$ cat config.mk
export PLATFORM = sky130hd
export DESIGN_NAME = mem_port_arbiter
export DESIGN_NICKNAME = d
export VERILOG_FILES = /design/src/rtl/riscv_pkg.sv /design/src/rtl/mux.sv /design/src/rtl/mem_port_arbiter.sv
export SDC_FILE = /design/constraint.sdc
export NUM_CORES = 1
export LEC_CHECK = 0
export BUFFER_PORTS_ARGS = -buffer_cell sky130_fd_sc_hd__buf_2
export CORE_ASPECT_RATIO = 1.4
export CORE_MARGIN = 5
export CORE_UTILIZATION = 28
export DETAILED_ROUTE_END_ITERATION = 10
export GPL_ROUTABILITY_DRIVEN = 0
export GPL_TIMING_DRIVEN = 0
export PLACE_DENSITY = 0.52
export SYNTH_ARGS = -nofsm -noshare
export SYNTH_HDL_FRONTEND = slang
export SYNTH_HIERARCHICAL = 1
export SYNTH_SLANG_ARGS = --single-unit
$ cat constraint.sdc
create_clock -name clk -period 2.4 [get_ports clk]
set_clock_uncertainty 0.05 [all_clocks]
set_input_delay 0.48 -clock clk [delete_from_list [all_inputs] [get_ports clk]]
set_output_delay 0.48 -clock clk [all_outputs]
set_load 0.05 [all_outputs]
$ cat src/rtl/riscv_pkg.sv
// Shared core definitions: datapath width, grant encoding and the
// memory-port arbiter state encoding.
package riscv_pkg;

  localparam int XLEN = 32;

  // Value of the shared mux select / grant output.
  localparam logic GRANT_IF = 1'b0;
  localparam logic GRANT_D  = 1'b1;

  typedef enum logic [1:0] {
    IDLE = 2'd0,
    BUSY = 2'd1,
    DONE = 2'd2
  } arb_state_e;

  // Pick the port owner for the next transfer.
  // The result only matters when at least one request is present.
  // On a tie, round-robin hands the port to whoever did not have it last;
  // otherwise D wins.
  function automatic logic pick_grant(input logic if_req,
                                      input logic d_req,
                                      input logic last_grant,
                                      input logic rr_enable);
    logic g;
    if (if_req && d_req) begin
      g = rr_enable ? ~last_grant : GRANT_D;
    end else if (d_req) begin
      g = GRANT_D;
    end else begin
      g = GRANT_IF;
    end
    return g;
  endfunction

endpackage

$ cat src/rtl/mux.sv
// Generic 2:1 mux: sel=1 picks a, sel=0 picks b.
module mux #(
  parameter int W = 32
) (
  input  logic [W-1:0] a_i,
  input  logic [W-1:0] b_i,
  input  logic         sel_i,
  output logic [W-1:0] y_o
);

  assign y_o = sel_i ? a_i : b_i;

endmodule

$ cat src/rtl/mem_port_arbiter.sv
// Shares one memory port between instruction fetch (IF) and data
// load/store (D). Each transfer is sequenced IDLE -> BUSY -> DONE, and a
// single-cycle ack goes to the owner in DONE. Every output is registered.
module mem_port_arbiter #(
  parameter int XLEN      = riscv_pkg::XLEN,
  parameter bit RR_ENABLE = 1'b1
) (
  input  logic            clk,
  input  logic            reset,
  input  logic            if_req,
  input  logic [XLEN-1:0] if_addr,
  output logic [XLEN-1:0] if_rdata,
  output logic            if_ack,
  input  logic            d_req,
  input  logic            d_we,
  input  logic [XLEN-1:0] d_addr,
  input  logic [XLEN-1:0] d_wdata,
  output logic [XLEN-1:0] d_rdata,
  output logic            d_ack,
  output logic            mem_req,
  output logic            mem_we,
  output logic [XLEN-1:0] mem_addr,
  output logic [XLEN-1:0] mem_wdata,
  input  logic [XLEN-1:0] mem_rdata,
  input  logic            mem_ready,
  output logic            grant,
  output logic            busy
);

  import riscv_pkg::*;

  arb_state_e      state_q;
  logic            grant_q, last_grant_q;
  logic            mem_req_q, mem_we_q;
  logic [XLEN-1:0] mem_addr_q, mem_wdata_q;
  logic            if_ack_q, d_ack_q;
  logic [XLEN-1:0] if_rdata_q, d_rdata_q;
  logic            busy_q;

  logic            any_req;
  logic            grant_d;
  logic [XLEN-1:0] mux_addr, mux_wdata;
  logic [XLEN-1:0] if_wdata_none;

  // Pick the next owner. The result is used only in IDLE when a request is present.
  always_comb begin
    any_req       = if_req | d_req;
    grant_d       = pick_grant(if_req, d_req, last_grant_q, RR_ENABLE);
    if_wdata_none = '0;
  end

  // Shared address and write-data mux: A = D side, B = IF side.
  mux #(.W(XLEN)) u_addr_mux (
    .a_i  (d_addr),
    .b_i  (if_addr),
    .sel_i(grant_d),
    .y_o  (mux_addr)
  );

  mux #(.W(XLEN)) u_wdata_mux (
    .a_i  (d_wdata),
    .b_i  (if_wdata_none),
    .sel_i(grant_d),
    .y_o  (mux_wdata)
  );

  // Transfer sequencer. The request is latched on entry to BUSY and held
  // stable until mem_ready. Read data is captured straight into the owner's
  // rdata register on the same edge that raises its ack.
  always_ff @(posedge clk) begin
    if (reset) begin
      state_q      <= IDLE;
      grant_q      <= GRANT_IF;
      last_grant_q <= GRANT_D;
      mem_req_q    <= 1'b0;
      mem_we_q     <= 1'b0;
      mem_addr_q   <= '0;
      mem_wdata_q  <= '0;
      if_ack_q     <= 1'b0;
      d_ack_q      <= 1'b0;
      if_rdata_q   <= '0;
      d_rdata_q    <= '0;
      busy_q       <= 1'b0;
    end else begin
      if_ack_q <= 1'b0;
      d_ack_q  <= 1'b0;
      case (state_q)
        IDLE: begin
          if (any_req) begin
            state_q      <= BUSY;
            grant_q      <= grant_d;
            last_grant_q <= grant_d;
            mem_req_q    <= 1'b1;
            mem_we_q     <= (grant_d == GRANT_D) && d_we;
            mem_addr_q   <= mux_addr;
            mem_wdata_q  <= mux_wdata;
            busy_q       <= 1'b1;
          end
        end
        BUSY: begin
          if (mem_ready) begin
            state_q   <= DONE;
            mem_req_q <= 1'b0;
            if (grant_q == GRANT_D) begin
              d_ack_q <= 1'b1;
              // A store leaves the previous load data in place.
              if (!mem_we_q) d_rdata_q <= mem_rdata;
            end else begin
              if_ack_q   <= 1'b1;
              if_rdata_q <= mem_rdata;
            end
          end
        end
        DONE: begin
          state_q <= IDLE;
          busy_q  <= 1'b0;
        end
        default: begin
          state_q   <= IDLE;
          mem_req_q <= 1'b0;
          busy_q    <= 1'b0;
        end
      endcase
    end
  end

  assign if_rdata  = if_rdata_q;
  assign if_ack    = if_ack_q;
  assign d_rdata   = d_rdata_q;
  assign d_ack     = d_ack_q;
  assign mem_req   = mem_req_q;
  assign mem_we    = mem_we_q;
  assign mem_addr  = mem_addr_q;
  assign mem_wdata = mem_wdata_q;
  assign grant     = grant_q;
  assign busy      = busy_q;

endmodule

==> tab_implementation.tex, run 1 <==
\begin{tabular}{lr}
\hline
Metric & Value \\
\hline
\multicolumn{2}{l}{\textbf{Finish}} \\
Synthesis-to-layout area growth & 38.49\% \\
Number of nets at the end of the flow & 1129 \\
Fraction of final layout cells with drive strength greater than 1 & 0.3800 \\
Finished layout cell area & 0.008773 mm2 \\
Fill cell count & 2429 \\
Final standard cell count with taps included and fillers excluded & 1310 \\
\multicolumn{2}{l}{\textbf{Yosys}} \\
Yosys warns & 6 \\
Average cell area after synthesis & 9.330 um2 \\
Post-synthesis async set-or-reset flop share & 0 \\
Gate count after technology mapping & 679 \\
Post-synthesis sequential area ratio & 0.4329 \\
Most numerous cell in the Yosys netlist & sky130\_fd\_sc\_hd\_\_dfxtp\_1 \\
Top-area cell type share of the netlist area & 0.4329 \\
Flop and latch count out of synthesis & 137 \\
Leading register cell type out of synthesis & sky130\_fd\_sc\_hd\_\_dfxtp\_1 \\
List of most frequent post-synthesis cells & sky130\_fd\_sc\_hd\_\_dfxtp\_1, sky130\_fd\_sc\_hd\_\_a21oi\_1, sky130\_fd\_sc\_hd\_\_nand2\_1, sky130\_fd\_sc\_hd\_\_o21ai\_0 \\
Cell Area, Synth & 0.006335 mm2 \\
Post-synth top area cell & sky130\_fd\_sc\_hd\_\_dfxtp\_1 \\
Cell types occupying the most area after synthesis & sky130\_fd\_sc\_hd\_\_dfxtp\_1, sky130\_fd\_sc\_hd\_\_mux2\_4, sky130\_fd\_sc\_hd\_\_a21oi\_1, sky130\_fd\_sc\_hd\_\_nand2b\_1, sky130\_fd\_sc\_hd\_\_o21ai\_0 \\
Count of different cell masters after synthesis & 26 \\
Number of enable flip-flop cells after synthesis & 0 \\
\multicolumn{2}{l}{\textbf{Global routing}} \\
Number of antenna violations at the first check in global routing & 4 \\
Total routing usage reported by global routing & 0.1603 \\
Global-route congestion overflow total & 0 \\
Global-route wire length before repair & 32100 um \\
Pin count of the biggest net entering global routing & 17 \\
Number of global-route vias before repair & 5922 \\
\multicolumn{2}{l}{\textbf{Die}} \\
Overall die area & 0.02578 mm2 \\
I/O pins & 268 \\
Floorplan core area & 0.02245 mm2 \\
Starting Density & 0.2822 \\
Die span in y & 188.0 um \\
Width of the die & 137.1 um \\
Site Rows & 65 \\
\multicolumn{2}{l}{\textbf{Worst setup path}} \\
Critical path startpoint category & flop \\
CP Class & flop to flop \\
Capture instance of the worst register-to-register path & mem\_addr[2] \\
Critical Path Stages & 6 \\
Worst setup EP type & flop \\
Cells traversed along the worst timing path & a21boi\_0 > buf\_6 > buf\_12 > mux2\_4 > nand3\_1 > a21oi\_1 \\
Largest stage delay, worst path & 0.57 ns \\
Worst path required time & 2.63 ns \\
Number of buffers and inverters on the critical path & 2 \\
FF-to-FF path depth & 6 \\
Cell with the biggest individual delay on the critical path & sky130\_fd\_sc\_hd\_\_a21boi\_0 \\
Register-to-register setup slack & 0.46 ns \\
Worst path top cell family by delay & compound AO/OA/AOI/OAI gates \\
Arrival time at the worst endpoint & 2.17 ns \\
Biggest fanout along the worst timing path & 10 \\
Worst reg2reg startpoint & last\_grant\_q \\
\multicolumn{2}{l}{\textbf{Timing}} \\
Worst hold margin & 0.2565 ns \\
Number of failing setup endpoints in the final timing report & 0 \\
Tightest slew margin relative to the limit & 0.5200 \\
Summed negative setup slack over all endpoints & 0 ns \\
Worst-margin pin slew & 0.7136 ns \\
Share of the cycle needed by the critical path after routing & 0.8089 \\
Count of final hold-check violations & 0 \\
RSZ-0062 raised after global routing & false \\
Post-route minimum period & 1.941 ns \\
Max Transition Viols Final & 0 \\
Maximum clock rate & 515.1 MHz \\
\multicolumn{2}{l}{\textbf{Drt}} \\
First-pass detailed-route iteration total & 4 \\
Routed via count divided by cell count & 4.421 \\
Number of DRC markers in iteration 0 & 252 \\
Final routed DRC violation total & 0 \\
DRT antenna net count & 0 \\
Total wire length after detailed routing & 20860 um \\
Routed wire length per instance & 15.93 um \\
Vias post-DR & 5791 \\
\multicolumn{2}{l}{\textbf{Hold path}} \\
Hold path start & mem\_rdata[5] \\
Hold EP & if\_rdata[5] \\
Min-Delay Path Class & input pin to flop \\
Hold Path Depth & 3 \\
\multicolumn{2}{l}{\textbf{Clock network}} \\
Count of buffers added by post-CTS timing repair for setup & 0 \\
Clock slew seen by the registers of the worst setup and hold paths & 0.06 ns \\
H-tree levels & 4 \\
Root Buffer & sky130\_fd\_sc\_hd\_\_clkbuf\_16 \\
Post-cts repair resize count & 0 \\
CTS buffer count & 17 \\
Count of clock tree sinks & 137 \\
Number of buffers inserted by hold repair at cts & 0 \\
Maximum buffer depth of the clock tree & 2 \\
Skew-Pair Late Insertion Delay & 0.42 ns \\
CTS tree & yes \\
\multicolumn{2}{l}{\textbf{Placement}} \\
DP HPWL & 16040 um \\
Port Buffers & 266 \\
Placement Cell Area & 0.008159 mm2 \\
DP Cell Count & 1277 \\
\multicolumn{2}{l}{\textbf{Job}} \\
Max-capacitance violation count & 0 \\
\multicolumn{2}{l}{\textbf{Outcome}} \\
Run status & complete, no violations \\
\multicolumn{2}{l}{\textbf{Power}} \\
Power density normalized to cell area & 764.8 mW/mm2 \\
Reported leakage power & 4.210 nW \\
Sum of internal, switching and leakage power & 6.710 mW \\
Worst VDD drop & 482.5 uV \\
\hline
\end{tabular}
## tightest hold or removal path: cells and delay by family
family                 cells  cell delay [ns]
buffers and inverters      1             0.10
AND/OR/NAND/NOR            1             0.05
AO/OA/AOI/OAI              1             0.05
## stage by stage
step,utilization,worst slack [ns]
after floorplan,-,0.5273
after global placement,0.3635,0.1154
after detailed placement,0.3635,0.1076
after CTS,0.3907,0.4031
after global routing,0.3909,0.3195
final,0.3909,0.4587
## placed cells by master (no fill, tap or decap)
master and n:
sky130_fd_sc_hd__and2_1 1, sky130_fd_sc_hd__a21boi_0 1, sky130_fd_sc_hd__clkbuf_1 44, sky130_fd_sc_hd__inv_6 3, sky130_fd_sc_hd__buf_12 6, sky130_fd_sc_hd__or3b_1 1
sky130_fd_sc_hd__nor2_1 4, sky130_fd_sc_hd__dfxtp_1 137, sky130_fd_sc_hd__mux2_2 4, sky130_fd_sc_hd__a221o_1 1, sky130_fd_sc_hd__a21oi_1 101, sky130_fd_sc_hd__nand4bb_1 1
sky130_fd_sc_hd__clkbuf_16 17, sky130_fd_sc_hd__o21ai_0 67, sky130_fd_sc_hd__nand2b_1 65, sky130_fd_sc_hd__buf_6 6, sky130_fd_sc_hd__nand2_1 67, sky130_fd_sc_hd__nand3b_1 1
sky130_fd_sc_hd__nor4bb_1 1, sky130_fd_sc_hd__conb_1 32, sky130_fd_sc_hd__clkinv_4 2, sky130_fd_sc_hd__bufinv_16 3, sky130_fd_sc_hd__clkinv_2 1, sky130_fd_sc_hd__mux2i_1 32
sky130_fd_sc_hd__mux2_4 60, sky130_fd_sc_hd__buf_1 3, sky130_fd_sc_hd__nand3_1 65, sky130_fd_sc_hd__clkinvlp_4 4, sky130_fd_sc_hd__diode_2 1, sky130_fd_sc_hd__buf_2 274
sky130_fd_sc_hd__or3b_2 1, sky130_fd_sc_hd__clkbuf_8 1, sky130_fd_sc_hd__or2_1 1, sky130_fd_sc_hd__or2_2 1
## metal layers
metal | track usage | share of wire
met2 | 0.2879 | 0.52
met1 | 0.1787 | 0.40
met3 | 0.04402 | 0.065
met4 | 0.05607 | 0.015
met5 | 0 | 0.0016
## sequential cells by signal, indices dropped and copies added (netlist names)
register and flops:
mem_wdata 32, grant 1, if_ack 1, busy 1, if_rdata 32, mem_req 1, state_q 2, d_rdata 32
mem_we 1, last_grant_q 1, mem_addr 32, d_ack 1
## report_power, final
group | total, mW | internal (mW) | switching, mW | leakage, nW
registers | 2.48 | 2.42 | 0.0654 | 1.12
logic | 1.50 | 0.515 | 0.981 | 2.80
clock network | 2.73 | 1.67 | 1.06 | 0.287
## area by class of cell
cell class	instances	area, um2	share of cell area
flip-flops and latches	137	2743	0.3126
well taps	301	376.6	0.04293
clock inverters	13	168.9	0.01925
diodes	1	2.502	0.0002852
repair buffers	266	1331	0.1517
plain buffers	66	400.4	0.04564
multi-input cells	507	3308	0.3771
clock buffers	19	442.9	0.05048
## worst max-delay path by stage
stage | start | slack [ns] | to
floorplan | d_req | 0.53 | mem_addr[10]
global route | last_grant_q | 0.32 | mem_addr[2]
finish | last_grant_q | 0.46 | mem_addr[2]
CTS | last_grant_q | 0.40 | mem_addr[2]
global placement | if_req | 0.12 | mem_addr[2]
detailed placement | if_req | 0.11 | mem_addr[2]
## cells by family (layout without fill, tap and decap cells)
logic type / count (synthesis) / after routing / share of synthesized area
and+or+nand+nor: 209 / 209 / 0.1679
AOI/OAI and AO/OA: 170 / 170 / 0.1355
buffers and inverters: 66 / 364 / 0.06320
DFF: 137 / 137 / 0.4329
muxes: 96 / 96 / 0.1999
other: 1 / 33 / 0.0005920
No activity file was read; power rests on OpenSTA's default activity.
==> inputs of run 2 (changes only) <==
==> constraint.sdc (replaced) <==
create_clock -name clk -period 1.9 [get_ports clk]
set_clock_uncertainty 0.05 [all_clocks]
set_input_delay 0.38 -clock clk [delete_from_list [all_inputs] [get_ports clk]]
set_output_delay 0.38 -clock clk [all_outputs]
set_load 0.05 [all_outputs]
==> run 2 against run 1 <==
- design area about the same
- hold slack worse by 0.10 ns
- first-iteration DRC count down 0.40%
- worst setup slack worse by 0.30 ns
- combinational power up 26%
- total power up 26%
- utilization about the same
- clock-buffer cell count unchanged
- wire length about the same
- sequential share of layout area about the same
- sequential power up 26%
- non-clock buffer count unchanged
- critical endpoint unchanged
- largest cell class unchanged
==> tab_implementation.tex, run 2 (same netlist as run 1, synthesis figures left out) <==
\begin{tabular}{lr}
\hline
Metric & Value \\
\hline
\multicolumn{2}{l}{\textbf{Outcome}} \\
Run status & complete, no violations (unchanged) \\
\multicolumn{2}{l}{\textbf{Timing}} \\
RSZ-0062 raised after global routing & false (unchanged) \\
Minimum setup slack in the final design & 0.1611 ns (was 0.4587 ns) \\
Share of the cycle needed by the critical path after routing & 0.9152 (was 0.8089) \\
Max Transition Viols Final & 0 (unchanged) \\
Count of final hold-check violations & 0 (unchanged) \\
Post-route minimum period & 1.739 ns (was 1.941 ns) \\
Maximum clock rate & 575.1 MHz (was 515.1 MHz) \\
Number of failing setup endpoints in the final timing report & 0 (unchanged) \\
Tightest slew margin relative to the limit & 0.5725 (was 0.5200) \\
Worst-margin pin slew & 0.6412 ns (was 0.7136 ns) \\
\multicolumn{2}{l}{\textbf{Hold path}} \\
Min-Delay Path Class & input pin to flop (unchanged) \\
Hold Path Depth & 3 (unchanged) \\
Hold path start & mem\_rdata[5] (unchanged) \\
\multicolumn{2}{l}{\textbf{Worst setup path}} \\
Start point of the critical path & last\_grant\_q (unchanged) \\
Worst reg2reg startpoint & last\_grant\_q (unchanged) \\
Arrival time at the worst endpoint & 1.97 ns (was 2.17 ns) \\
CP Class & flop to flop (unchanged) \\
Worst setup EP type & flop (unchanged) \\
Critical path startpoint category & flop (unchanged) \\
Worst path required time & 2.13 ns (was 2.63 ns) \\
Biggest fanout along the worst timing path & 10 (unchanged) \\
FF-to-FF path depth & 6 (unchanged) \\
\multicolumn{2}{l}{\textbf{Power}} \\
Sum of internal, switching and leakage power & 8.478 mW (was 6.710 mW) \\
Worst VDD drop & 609.7 uV (was 482.5 uV) \\
Power density normalized to cell area & 965.9 mW/mm2 (was 764.8 mW/mm2) \\
Reported leakage power & 4.218 nW (was 4.210 nW) \\
\multicolumn{2}{l}{\textbf{Die}} \\
Die span in y & 188.0 um (unchanged) \\
Floorplan core area & 0.02245 mm2 (unchanged) \\
Width of the die & 137.1 um (unchanged) \\
Overall die area & 0.02578 mm2 (unchanged) \\
Starting Density & 0.2822 (unchanged) \\
I/O pins & 268 (unchanged) \\
Site Rows & 65 (unchanged) \\
\multicolumn{2}{l}{\textbf{Global routing}} \\
Total routing usage reported by global routing & 0.1603 (unchanged) \\
Number of global-route vias before repair & 5922 (unchanged) \\
Global-route congestion overflow total & 0 (unchanged) \\
Global-route wire length before repair & 32100 um (unchanged) \\
Pin count of the biggest net entering global routing & 17 (unchanged) \\
Number of antenna violations at the first check in global routing & 4 (unchanged) \\
\multicolumn{2}{l}{\textbf{Drt}} \\
Vias post-DR & 5788 (was 5791) \\
Routed via count divided by cell count & 4.418 (was 4.421) \\
Routed wire length per instance & 15.93 um (about the same) \\
Final routed DRC violation total & 0 (unchanged) \\
DRT antenna net count & 0 (unchanged) \\
First-pass detailed-route iteration total & 4 (unchanged) \\
Total wire length after detailed routing & 20870 um (was 20860 um) \\
Number of DRC markers in iteration 0 & 251 (was 252) \\
\multicolumn{2}{l}{\textbf{Clock network}} \\
H-tree levels & 4 (unchanged) \\
Clock slew seen by the registers of the worst setup and hold paths & 0.06 ns (about the same) \\
Count of clock tree sinks & 137 (unchanged) \\
Number of buffers inserted by hold repair at cts & 0 (unchanged) \\
Root Buffer & sky130\_fd\_sc\_hd\_\_clkbuf\_16 (unchanged) \\
Maximum buffer depth of the clock tree & 2 (unchanged) \\
CTS buffer count & 17 (unchanged) \\
CTS tree & yes (unchanged) \\
Skew-Pair Late Insertion Delay & 0.42 ns (about the same) \\
\multicolumn{2}{l}{\textbf{Job}} \\
Max-capacitance violation count & 0 (unchanged) \\
\multicolumn{2}{l}{\textbf{Placement}} \\
Post-Place Worst Slack & -0.2924 ns (was 0.1076 ns) \\
DP Cell Count & 1277 (unchanged) \\
DP HPWL & 16040 um (unchanged) \\
Port Buffers & 266 (unchanged) \\
\multicolumn{2}{l}{\textbf{Finish}} \\
Post-layout util & 0.3910 (was 0.3909) \\
Most common cell after layout, fill and taps aside & sky130\_fd\_sc\_hd\_\_buf\_2 (unchanged) \\
Final standard cell count with taps included and fillers excluded & 1310 (unchanged) \\
Fraction of final layout cells with drive strength greater than 1 & 0.3829 (was 0.3800) \\
Synthesis-to-layout area growth & 38.55\% (was 38.49\%) \\
Number of nets at the end of the flow & 1129 (unchanged) \\
Fill cell count & 2430 (was 2429) \\
Most used cells in the layout excluding fill and tap cells & sky130\_fd\_sc\_hd\_\_buf\_2, sky130\_fd\_sc\_hd\_\_dfxtp\_1, sky130\_fd\_sc\_hd\_\_a21oi\_1, sky130\_fd\_sc\_hd\_\_o21ai\_0, sky130\_fd\_sc\_hd\_\_nand2\_1 (unchanged) \\
\hline
\end{tabular}
run 2: worst paths after layout:
kind,endpoint,slack [ns]
setup / recovery,mem_addr[2],0.16
hold / removal,if_rdata[5],0.16
setup reg to reg,mem_addr[2],0.16
hold reg to reg,if_rdata[31],0.40
run 2: layer usage:
metal / vias to the layer above / GRT usage / share of wire
li1: 2943 / - / -
met1: 2641 / 0.1787 / 0.40
met2: 173 / 0.2879 / 0.52
met3: 25 / 0.04402 / 0.065
met4: 6 / 0.05607 / 0.015
met5: - / 0 / 0.0016
run 2: report_power, final:
group          leakage (nW)  internal [mW]  switching [mW]
clock network         0.287           2.11            1.34
logic                  2.81          0.651            1.24
registers              1.12           3.05          0.0828
total                  4.22           5.82            2.66
run 2: stage by stage:
stage                     hold WS [ns]  instance area, um2  setup TNS (ns)
after global placement          0.3896                8159          -17.15
final                           0.1564                8777               0
after floorplan                 0.4007                6451               0
after CTS                       0.1351                8771               0
after global routing            0.1368                8777               0
after detailed placement        0.3967                8159          -17.27
run 2: layout make-up:
cell class,count,area [um2],share of cell area
Tap cell,301,376.6,0.04291
Clock buffer,19,442.9,0.05046
Clock inverter,13,168.9,0.01924
Antenna cell,1,2.502,0.0002851
Multi-Input combinational cell,507,3308,0.3769
Timing Repair Buffer,266,1331,0.1517
Sequential cell,137,2743,0.3125
Buffer,66,404.1,0.04604
run 2: critical path, stage by stage (launching register included):
cell and delay, ns:
sky130_fd_sc_hd__dfxtp_1 0.31, sky130_fd_sc_hd__a21boi_1 0.38, sky130_fd_sc_hd__buf_6 0.22, sky130_fd_sc_hd__buf_12 0.17, sky130_fd_sc_hd__mux2_4 0.32, sky130_fd_sc_hd__nand3_1 0.07
sky130_fd_sc_hd__a21oi_1 0.07
run 2: what timing repair did:
item                                    in CTS  in global routing
endpoints found under the setup margin      30                 24
buffers inserted                             0                  0
resized for setup                            1                  6
==> inputs of run 3 (changes only) <==
--- a/config.mk
+++ b/config.mk
@@ -11,7 +11,6 @@
 export CORE_UTILIZATION = 28
 export DETAILED_ROUTE_END_ITERATION = 10
 export GPL_ROUTABILITY_DRIVEN = 0
-export GPL_TIMING_DRIVEN = 0
 export PLACE_DENSITY = 0.52
 export SYNTH_ARGS = -nofsm -noshare
 export SYNTH_HDL_FRONTEND = slang
==> run 3 against run 2 <==
- global-route usage decreased by 0.97 points
- die area unchanged
- register-to-register slack improved by 0.06 ns
- clock-buffer cell count is 4 higher
- total power is 1.8% lower
- non-clock buffer count decreased by 45
- utilization down 0.48 points
- critical path depth fell by 2
- final cell count fell by 3.4%
- first-iteration DRC count rose by 1.2%
- critical path type unchanged
==> tab_implementation.tex, run 3 (same netlist as run 1, synthesis figures left out) <==
\begin{tabular}{lr}
\hline
Metric & Value \\
\hline
\multicolumn{2}{l}{\textbf{Outcome}} \\
Run status & complete, no violations (unchanged) \\
\multicolumn{2}{l}{\textbf{Die}} \\
Overall die area & 0.02578 mm2 (unchanged) \\
Width of the die & 137.1 um (unchanged) \\
Die span in y & 188.0 um (unchanged) \\
Starting Density & 0.2822 (unchanged) \\
I/O pins & 268 (unchanged) \\
Site Rows & 65 (unchanged) \\
Floorplan core area & 0.02245 mm2 (unchanged) \\
\multicolumn{2}{l}{\textbf{Timing}} \\
Post-route minimum period & 1.675 ns (was 1.739 ns) \\
Count of final hold-check violations & 0 (unchanged) \\
Max Transition Viols Final & 0 (unchanged) \\
Summed negative setup slack over all endpoints & 0 ns (unchanged) \\
Share of the cycle needed by the critical path after routing & 0.8817 (was 0.9152) \\
Maximum clock rate & 596.9 MHz (was 575.1 MHz) \\
RSZ-0062 raised after global routing & false (unchanged) \\
Number of failing setup endpoints in the final timing report & 0 (unchanged) \\
\multicolumn{2}{l}{\textbf{Clock network}} \\
Post-cts repair resize count & 0 (was 1) \\
Count of clock tree sinks & 137 (unchanged) \\
CTS tree & yes (unchanged) \\
CTS buffer count & 17 (unchanged) \\
H-tree levels & 4 (unchanged) \\
Count of buffers added by post-CTS timing repair for setup & 0 (unchanged) \\
Number of buffers inserted by hold repair at cts & 0 (unchanged) \\
Maximum buffer depth of the clock tree & 2 (unchanged) \\
Skew-Pair Late Insertion Delay & 0.43 ns (was 0.42 ns) \\
Clock slew seen by the registers of the worst setup and hold paths & 0.06 ns (about the same) \\
Root Buffer & sky130\_fd\_sc\_hd\_\_clkbuf\_16 (unchanged) \\
\multicolumn{2}{l}{\textbf{Worst setup path}} \\
CP Class & flop to flop (unchanged) \\
Worst path required time & 2.14 ns (was 2.13 ns) \\
Largest stage delay, worst path & 0.52 ns (was 0.38 ns) \\
Arrival time at the worst endpoint & 1.92 ns (was 1.97 ns) \\
Worst setup EP type & flop (unchanged) \\
Cells traversed along the worst timing path & nand3b\_1 > or3b\_2 > buf\_12 > mux2i\_1 (was a21boi\_1 > buf\_6 > buf\_12 > mux2\_4 > nand3\_1 > a21oi\_1) \\
Biggest fanout along the worst timing path & 32 (was 10) \\
Start point of the critical path & state\_q[0] (was last\_grant\_q) \\
Worst reg2reg startpoint & state\_q[0] (was last\_grant\_q) \\
Critical path startpoint category & flop (unchanged) \\
Cell with the biggest individual delay on the critical path & sky130\_fd\_sc\_hd\_\_or3b\_2 (was sky130\_fd\_sc\_hd\_\_a21boi\_1) \\
\multicolumn{2}{l}{\textbf{Finish}} \\
Fraction of final layout cells with drive strength greater than 1 & 0.4008 (was 0.3829) \\
Post-layout util & 0.3862 (was 0.3910) \\
Synthesis-to-layout area growth & 36.84\% (was 38.55\%) \\
Area of combinational cells with multiple inputs & 0.003349 mm2 (was 0.003308 mm2) \\
Most used cells in the layout excluding fill and tap cells & sky130\_fd\_sc\_hd\_\_buf\_2, sky130\_fd\_sc\_hd\_\_dfxtp\_1, sky130\_fd\_sc\_hd\_\_a21oi\_1, sky130\_fd\_sc\_hd\_\_o21ai\_0, sky130\_fd\_sc\_hd\_\_nand2\_1 (unchanged) \\
Fill cell count & 2349 (was 2430) \\
Number of nets at the end of the flow & 1084 (was 1129) \\
FF+latch area & 0.002743 mm2 (unchanged) \\
Most common cell after layout, fill and taps aside & sky130\_fd\_sc\_hd\_\_buf\_2 (unchanged) \\
\multicolumn{2}{l}{\textbf{Hold path}} \\
Min-Delay Path Class & input pin to flop (unchanged) \\
Hold path start & mem\_rdata[26] (was mem\_rdata[5]) \\
\multicolumn{2}{l}{\textbf{Drt}} \\
Number of DRC markers in iteration 0 & 254 (was 251) \\
First-pass detailed-route iteration total & 4 (unchanged) \\
Routed via count divided by cell count & 4.428 (was 4.418) \\
DRT antenna net count & 0 (unchanged) \\
Vias post-DR & 5606 (was 5788) \\
Final routed DRC violation total & 0 (unchanged) \\
Routed wire length per instance & 15.26 um (was 15.93 um) \\
Total wire length after detailed routing & 19320 um (was 20870 um) \\
\multicolumn{2}{l}{\textbf{Placement}} \\
DP HPWL & 13410 um (was 16040 um) \\
Port Buffers & 267 (was 266) \\
\multicolumn{2}{l}{\textbf{Global routing}} \\
Global-route wire length before repair & 30550 um (was 32100 um) \\
Number of antenna violations at the first check in global routing & 3 (was 4) \\
Number of global-route vias before repair & 5689 (was 5922) \\
Pin count of the biggest net entering global routing & 67 (was 17) \\
Global-route congestion overflow total & 0 (unchanged) \\
Total routing usage reported by global routing & 0.1507 (was 0.1603) \\
\multicolumn{2}{l}{\textbf{Job}} \\
Max-capacitance violation count & 0 (unchanged) \\
\multicolumn{2}{l}{\textbf{Power}} \\
Worst VDD drop & 642.8 uV (was 609.7 uV) \\
Power density normalized to cell area & 960.2 mW/mm2 (was 965.9 mW/mm2) \\
Reported leakage power & 4.191 nW (was 4.218 nW) \\
\hline
\end{tabular}
## run 3: cell count changes in the layout (fill, tap and decap cells not counted), moves of 2 or more
cell | before | now
sky130_fd_sc_hd__clkinv_2 | 1 | 5
sky130_fd_sc_hd__clkinvlp_4 | 4 | 1
sky130_fd_sc_hd__buf_12 | 6 | 10
sky130_fd_sc_hd__clkinv_4 | 2 | 0
sky130_fd_sc_hd__buf_4 | 0 | 11
sky130_fd_sc_hd__clkbuf_1 | 41 | 5
sky130_fd_sc_hd__inv_6 | 3 | 0
sky130_fd_sc_hd__buf_1 | 3 | 0
sky130_fd_sc_hd__clkbuf_2 | 3 | 0
sky130_fd_sc_hd__buf_2 | 274 | 266
sky130_fd_sc_hd__buf_6 | 6 | 0
sky130_fd_sc_hd__nor2_4 | 0 | 2
sky130_fd_sc_hd__nor2_1 | 4 | 2
## run 3: layout make-up
| cell class | count | share of cell area |
|---|---|---|
| clock inverters | 9 | 0.01415 |
| clock buffers | 23 | 0.05283 |
| repair buffers | 287 | 0.1862 |
| flip-flops and latches | 137 | 0.3164 |
| well taps | 301 | 0.04345 |
| multi-input cells | 507 | 0.3864 |
| diodes | 2 | 0.0005774 |
## run 3: final timing paths
kind / to / slack (ns) / cells after the start
hold reg to reg: if_rdata[18] / 0.40 / 2
setup reg to reg: d_rdata[17] / 0.22 / 4
hold / removal: if_rdata[26] / 0.16 / 3
setup / recovery: d_rdata[17] / 0.22 / 4
## run 3: per-layer routing
| layer | wire, um | up-vias | part of all wire | global-route usage |
|---|---|---|---|---|
| li1 | - | 2855 | - | - |
| met1 | 8006 | 2554 | 0.41 | 0.1783 |
| met2 | 9563 | 169 | 0.50 | 0.2495 |
| met3 | 1322 | 26 | 0.068 | 0.04911 |
| met4 | 418 | 2 | 0.022 | 0.06029 |
| met5 | 7 | - | 0.00036 | 0 |
## run 3: per-stage QoR
stage          total power, mW  hold WS, ns  setup slack, ns  instances  area, um2
2_1_floorplan            4.552       0.4007           0.1273        710       6451
3_3_place_gp             5.075       0.3892           0.1552       1232       8083
3_5_place_dp             5.082       0.3930           0.1415       1232       8083
4_1_cts                  8.491       0.1295           0.2235       1264       8663
5_1_grt                  8.743       0.1415           0.1598       1266       8668
6_report                 8.323       0.1581           0.2247       1266       8668
## run 3: report_power, final
group          internal (mW)  total [mW]  switching [mW]
Clock                   2.09        3.33            1.24
Combinational          0.648        1.86            1.21
Sequential              3.05        3.14          0.0837
Total                   5.79        8.32            2.54
## run 3: worst max-delay path: cells and delay by family (launching register included)
kind	cells	cell delay [ns]
AND/OR/NAND/NOR	2	0.65
buffers and inverters	1	0.22
flip-flops	1	0.47
multiplexers	1	0.14
